## src/rtl/ides_word_align.sv

```systemverilog
// ides_word_align
// Word aligner for a 10-bit LSB-first serial stream delivered two bits per
// clock by a DDR input cell. It hunts for SYNC_WORD at every bit offset,
// verifies LOCK_COUNT consecutive aligned tokens, and then emits one aligned
// word every five clocks. Lock is dropped after TIMEOUT_WORDS words without
// an aligned token, or on request.
//
// Ports
//   clk_i       single clock, rising edge
//   rst_n_i     asynchronous active-low reset (release synchronized upstream)
//   data_i      two received bits per clock, data_i[0] is the earlier bit
//   realign_i   1-cycle pulse: drop lock and re-hunt on the next edge
//   word_o      aligned word, bit 0 earliest
//   word_vld_o  1-cycle strobe marking word_o valid (only while locked)
//   sync_o      set with word_vld_o when word_o == SYNC_WORD
//   locked_o    high in state LOCKED
//   phase_o     selected bit offset 0..9, held until the next hunt match
//
// Handshake: word_vld_o is a pure valid strobe with no ready; the consumer
// must take word_o/sync_o in the cycle word_vld_o is high.
module ides_word_align #(
  parameter logic [9:0] SYNC_WORD     = 10'b1101010100,
  parameter int         LOCK_COUNT    = 4,
  parameter int         TIMEOUT_WORDS = 1024
) (
  input  logic       clk_i,
  input  logic       rst_n_i,
  input  logic [1:0] data_i,
  input  logic       realign_i,
  output logic [9:0] word_o,
  output logic       word_vld_o,
  output logic       sync_o,
  output logic       locked_o,
  output logic [3:0] phase_o
);

  localparam logic [1:0] ST_HUNT   = 2'd0;
  localparam logic [1:0] ST_VERIFY = 2'd1;
  localparam logic [1:0] ST_LOCKED = 2'd2;

  localparam logic [4:0]  LOCK_CNT = 5'(LOCK_COUNT);
  localparam logic [16:0] TMO_CNT  = 17'(TIMEOUT_WORDS);

  logic [1:0]  state_q;
  logic [8:0]  hist_q;   // bits 2k-9 .. 2k-1 at edge k, [8] newest
  logic [2:0]  warm_q;   // sampling edges since reset, saturates at 5
  logic [3:0]  pos_q;    // (2k) mod 10: 0,2,4,6,8
  logic [3:0]  phase_q;
  logic [3:0]  mcnt_q;   // consecutive aligned matches while verifying
  logic [15:0] tcnt_q;   // words since last aligned token while locked

  // Together with the incoming pair the history gives the last 11 bits:
  // cat[0] = bit 2k-9 ... cat[9] = bit 2k, cat[10] = bit 2k+1.
  logic [10:0] cat;
  logic [9:0]  win_lo;   // W(2k)
  logic [9:0]  win_hi;   // W(2k+1)
  logic        hunt_lo;
  logic        hunt_hi;
  logic        bnd_lo;
  logic        bnd_hi;
  logic        bnd;
  logic [9:0]  bnd_win;
  logic        bnd_match;
  logic [4:0]  mcnt_inc;
  logic [16:0] tcnt_inc;

  always_comb begin
    cat       = {data_i, hist_q};
    win_lo    = cat[9:0];
    win_hi    = cat[10:1];
    // W(n) only exists once bits n-9..n have all been received (n >= 9).
    hunt_lo   = (warm_q >= 3'd5) && (win_lo == SYNC_WORD);
    hunt_hi   = (warm_q >= 3'd4) && (win_hi == SYNC_WORD);
    // Exactly one of the two candidate bits can be a boundary, once per
    // five clocks, because pos_q only takes even values.
    bnd_lo    = (phase_q == pos_q);
    bnd_hi    = (phase_q == pos_q + 4'd1);
    bnd       = bnd_lo | bnd_hi;
    bnd_win   = bnd_lo ? win_lo : win_hi;
    bnd_match = (bnd_win == SYNC_WORD);
    mcnt_inc  = {1'b0, mcnt_q} + 5'd1;
    tcnt_inc  = {1'b0, tcnt_q} + 17'd1;
  end

  always_ff @(posedge clk_i or negedge rst_n_i) begin
    if (!rst_n_i) begin
      state_q    <= ST_HUNT;
      hist_q     <= '0;
      warm_q     <= '0;
      pos_q      <= '0;
      phase_q    <= '0;
      mcnt_q     <= '0;
      tcnt_q     <= '0;
      word_o     <= '0;
      word_vld_o <= 1'b0;
      sync_o     <= 1'b0;
    end else begin
      hist_q     <= cat[10:2];
      if (warm_q != 3'd5) warm_q <= warm_q + 3'd1;
      pos_q      <= (pos_q == 4'd8) ? 4'd0 : pos_q + 4'd2;
      word_vld_o <= 1'b0;
      sync_o     <= 1'b0;

      if (realign_i) begin
        // Overrides any match, boundary or timeout seen on this edge.
        state_q <= ST_HUNT;
        mcnt_q  <= '0;
        tcnt_q  <= '0;
      end else begin
        case (state_q)
          ST_HUNT: begin
            if (hunt_lo || hunt_hi) begin
              // Lower n wins when both candidates match.
              phase_q <= hunt_lo ? pos_q : pos_q + 4'd1;
              mcnt_q  <= 4'd1;
              tcnt_q  <= '0;
              state_q <= (LOCK_CNT == 5'd1) ? ST_LOCKED : ST_VERIFY;
            end
          end
          ST_VERIFY: begin
            if (bnd) begin
              if (bnd_match) begin
                if (mcnt_q != 4'hF) mcnt_q <= mcnt_inc[3:0];
                if (mcnt_inc >= LOCK_CNT) begin
                  state_q <= ST_LOCKED;
                  tcnt_q  <= '0;
                end
              end else begin
                state_q <= ST_HUNT;
                mcnt_q  <= '0;
              end
            end
          end
          ST_LOCKED: begin
            // Only the boundary window is examined, so a misaligned token
            // can neither refresh the timeout nor move the phase.
            if (bnd) begin
              word_o     <= bnd_win;
              word_vld_o <= 1'b1;
              sync_o     <= bnd_match;
              if (bnd_match) begin
                tcnt_q <= '0;
              end else if (tcnt_inc >= TMO_CNT) begin
                state_q <= ST_HUNT;
                mcnt_q  <= '0;
                tcnt_q  <= '0;
              end else if (tcnt_q != 16'hFFFF) begin
                tcnt_q <= tcnt_inc[15:0];
              end
            end
          end
          default: begin
            state_q <= ST_HUNT;
            mcnt_q  <= '0;
            tcnt_q  <= '0;
          end
        endcase
      end
    end
  end

  assign locked_o = (state_q == ST_LOCKED);
  assign phase_o  = phase_q;

endmodule

```

## config.mk

```make
export PLATFORM = sky130hd
export DESIGN_NAME = ides_word_align
export DESIGN_NICKNAME = d
export VERILOG_FILES = /design/src/rtl/ides_word_align.sv
export SDC_FILE = /design/constraint.sdc
export NUM_CORES = 1
export LEC_CHECK = 0
export ABC_AREA = 1
export CAP_MARGIN = 20
export CORE_ASPECT_RATIO = 1.5
export CORE_MARGIN = 2
export CORE_UTILIZATION = 25
export CTS_BUF_LIST = sky130_fd_sc_hd__clkbuf_8 sky130_fd_sc_hd__clkbuf_16
export DETAILED_ROUTE_END_ITERATION = 8
export PLACE_DENSITY = 0.44
export SLEW_MARGIN = 10
export SYNTH_ARGS = -nofsm -noshare
export SYNTH_HDL_FRONTEND = slang
export SYNTH_SLANG_ARGS = --single-unit
export TNS_END_PERCENT = 30
```

## constraint.sdc

```tcl
create_clock -name clk_i -period 2.6 [get_ports clk_i]
set_input_delay 0.39 -clock clk_i [delete_from_list [all_inputs] [get_ports clk_i]]
set_output_delay 0.39 -clock clk_i [all_outputs]
set_load 0.02 [all_outputs]
```

==> results.md <==
- Critical Path Max Stage Delay: 420 ps
- Placement Cell Area: 3360 µm²
- Total grt overflow: 0
- Vias: 2,455
- Row cnt: 48
- ANT nets after route: 0
- CTS buffer count: 5
- Post-synth net total: slightly above 400
- Wire length on met3: 160 µm
- Peak supply drop: 0.000321 V
- Global Route Usage Sum: between 10% and 20%
- Chip height: 137 µm
- Type of the tightest min-delay check: input pin to async pin
- Initial core utilization: about a quarter
- Status: complete, no violations
- Pins Over Slew Limit: 0
- Avg Cell Area, Syn: ~7.5 µm²
- # fillers: between 1k and 1.5k
- Vias in the first global route: about 2.4k
- WL/cell: between 10 and 15 µm
- DRC viols: 0
- PwrDens: 741 nW/µm²
- Core Region: 11,500 µm²
- Worst-path clk slew: 70 ps
- Antenna diodes: 0
- Met1 WL: approximately 2900 µm
- Die Footprint: approximately 13,000 µm²
- Pin count of the biggest net entering global routing: 22
- DR vias/cell: approximately 4.3
- Worst-Margin Slew: 382 ps
- Leak: about 1.7 nW
- Cells after synthesis: 394
- Unrepaired setup endpoints after global routing: no
- Critical Path Source Type: register
- IO Pins: 22
- RePlAce Congestion: 0.822
- Layout cells sized above 1: 8.24%
- Critical-path cell list: ha_1 -> nand3_1 -> nor2_1 -> nand3_1 -> nand2_1 -> nand2_1 -> nor2_1 -> nand3_1 -> nor2_1 -> nand2_1 -> nor2_1 -> nand3_1 -> nand2_1
- Insertion delay to the later sink of the worst-skew pair: ~300 ps
- CTS Root Cell: clkbuf_16
- Critical Path AT: between 2000 and 3000 ps
- Yosys reg bits: 53
- Minimum clock period: around 2300 ps
- FMAX: 435 MHz
- Max_cap viols: 0
- Critical Path RT: 2840 ps
- Min Hold Slack: 7.00 ps
- CTS H-tree lvls: 2
- First-pass GRT wire length: 11,600 µm
- Clk_skew: 10.4 ps
- WL final: 6870 µm
- Period utilisation layout: 88.5%
- Die width: 92.7 µm
- Endpoints failing hold: 0
- Finish-stage setup viols: 0
- Setup CP Type: register to register
- Ys Warns: 0
- IO Port Bufs: 21
- Nets: 437
- Total power: between 2 and 3 mW
- Initial drt markers: 77
- Area Growth Syn to Fin: 20.5%
- R2R depth: 13
- Initial antenna violation count: 0
- Yosys cell types: 26
- Pre-antenna DRT Iters: 4
- Crit path max-delay family: simple AND/OR/NAND/NOR gates
- Crit path buf inv count: 0
- CTS Sinks: between 50 and 60
- Rel. slew slack: between 70% and 80%
- CTS tree: yes
- Multi-input logic area: 1400 µm²
- Design Area, Final: 3560 µm²
- Crit path max fanout: 10
- CP max stage cell: dfrtp_1
- Clock Path Buffers: 2
- Area of the mapped netlist: around 3000 µm²
- Crit path depth: 13
- Met2 WL: approximately 3700 µm
- Sequential fraction of the synthesis area: 44.9%
- Hpwl dp: between 5000 and 6000 µm
- Sequential Area: 1330 µm²
- Uppermost layer routed: met4
- Setup TNS: 0 ps
- CP Capture Type: register
through the flow:
step	worst slack, ps	utilization [%]	instances
final	300	30.8	575
after global routing	63.8	30.8	575
after CTS	238	30.8	575
after detailed placement	174	29.1	567
after global placement	184	29.1	567
after floorplan	597	-	394
synthesized netlist by cell type:
cell type,n,area [µm²]
a21oi_1,2,10.0
a31oi_1,1,6.26
and2_1,1,6.26
buf_4,1,7.51
buf_6,2,22.5
clkbuf_1,2,7.51
dfrtp_1,53,1330
ha_1,8,100
inv_1,46,173
inv_2,4,15.0
nand2_1,123,462
nand2_2,4,25.0
nand2_4,1,11.3
nand3_1,40,200
nand3_2,1,10.0
nand4_1,11,68.8
nor2_1,53,199
nor2_2,2,12.5
nor2_4,2,22.5
nor2_8,1,20.0
nor3_1,4,20.0
nor4_1,2,12.5
o21ai_0,13,65.1
o21ai_2,3,26.3
xnor2_1,7,61.3
xor2_1,7,61.3
state kept, by name (all words and copies together), names as in the netlist:
register and count:
hist_q 9, state_q 2, sync_o 1, warm_q 3, phase_o 4, tcnt_q 16
mcnt_q 4, word_o 10, word_vld_o 1, pos_q 3
worst paths after layout:
path | from | endpoint | slack (ps)
worst min-delay path | rst_n_i | word_o[4] | 7
min in group clk_i | hist_q[3] | hist_q[1] | 400
worst max-delay path | tcnt_q[0] | tcnt_q[5] | 300
worst min register to register | hist_q[3] | hist_q[1] | 400
max in group asynchronous | rst_n_i | pos_q[3] | 1960
worst max register to register | tcnt_q[0] | tcnt_q[5] | 300
per-layer routing:
metal  vias up  global-route usage, %
met5         -                      0
met2        26                   22.1
li1       1292                      -
met3         9                   1.93
met1      1128                   12.9
met4         0                   5.07
kinds of logic after synthesis:
family	synth area share, %
compound gates	3.65
flops	44.9
simple gates	36.2
buf+inv	7.63
xor+xnor	4.15
fa+ha+maj	3.39
timing repair:
item | CTS | global route
resized for setup | 0 | 1
endpoints found under the setup margin | 0 | 3
hold buffers | 0 | 0
setup buffers | 0 | 0
where the power goes:
part | internal (mW) | total (mW) | switching [mW]
registers | 0.936 | 1.02 | 0.0799
logic | 0.289 | 0.746 | 0.457
clock network | 0.556 | 0.873 | 0.317
total | 1.78 | 2.63 | 0.854
area by class of cell:
type | instances | area share, %
Multi-Input combinational cell | 286 | 39.4
Clock buffer | 5 | 3.52
Inverter | 50 | 5.28
Timing Repair Buffer | 28 | 7.25
Clock inverter | 3 | 1.94
Sequential cell | 53 | 37.3
Tap cell | 150 | 5.28
layout by cell type (no fill, tap or decap):
| cell type | instances |
|---|---|
| inv_6 | 1 |
| inv_1 | 46 |
| clkbuf_16 | 5 |
| nand4_1 | 11 |
| nand2_4 | 1 |
| bufinv_16 | 2 |
| nor3_1 | 4 |
| buf_2 | 1 |
| nand2_2 | 5 |
| nand2_1 | 122 |
| o21ai_0 | 13 |
| buf_4 | 7 |
| ha_1 | 8 |
| dfrtp_1 | 53 |
| o21ai_2 | 3 |
| clkdlybuf4s50_1 | 20 |
| nor2_4 | 2 |
| nor2_8 | 1 |
| nor2_1 | 53 |
| xor2_1 | 7 |
| xnor2_1 | 7 |
| a21oi_1 | 2 |
| nor4_1 | 2 |
| nand3_1 | 40 |
| nor2_2 | 2 |
| a31oi_1 | 1 |
| nand3_2 | 1 |
| inv_2 | 4 |
| and2_1 | 1 |
No activity file was read; power rests on OpenSTA's default activity.
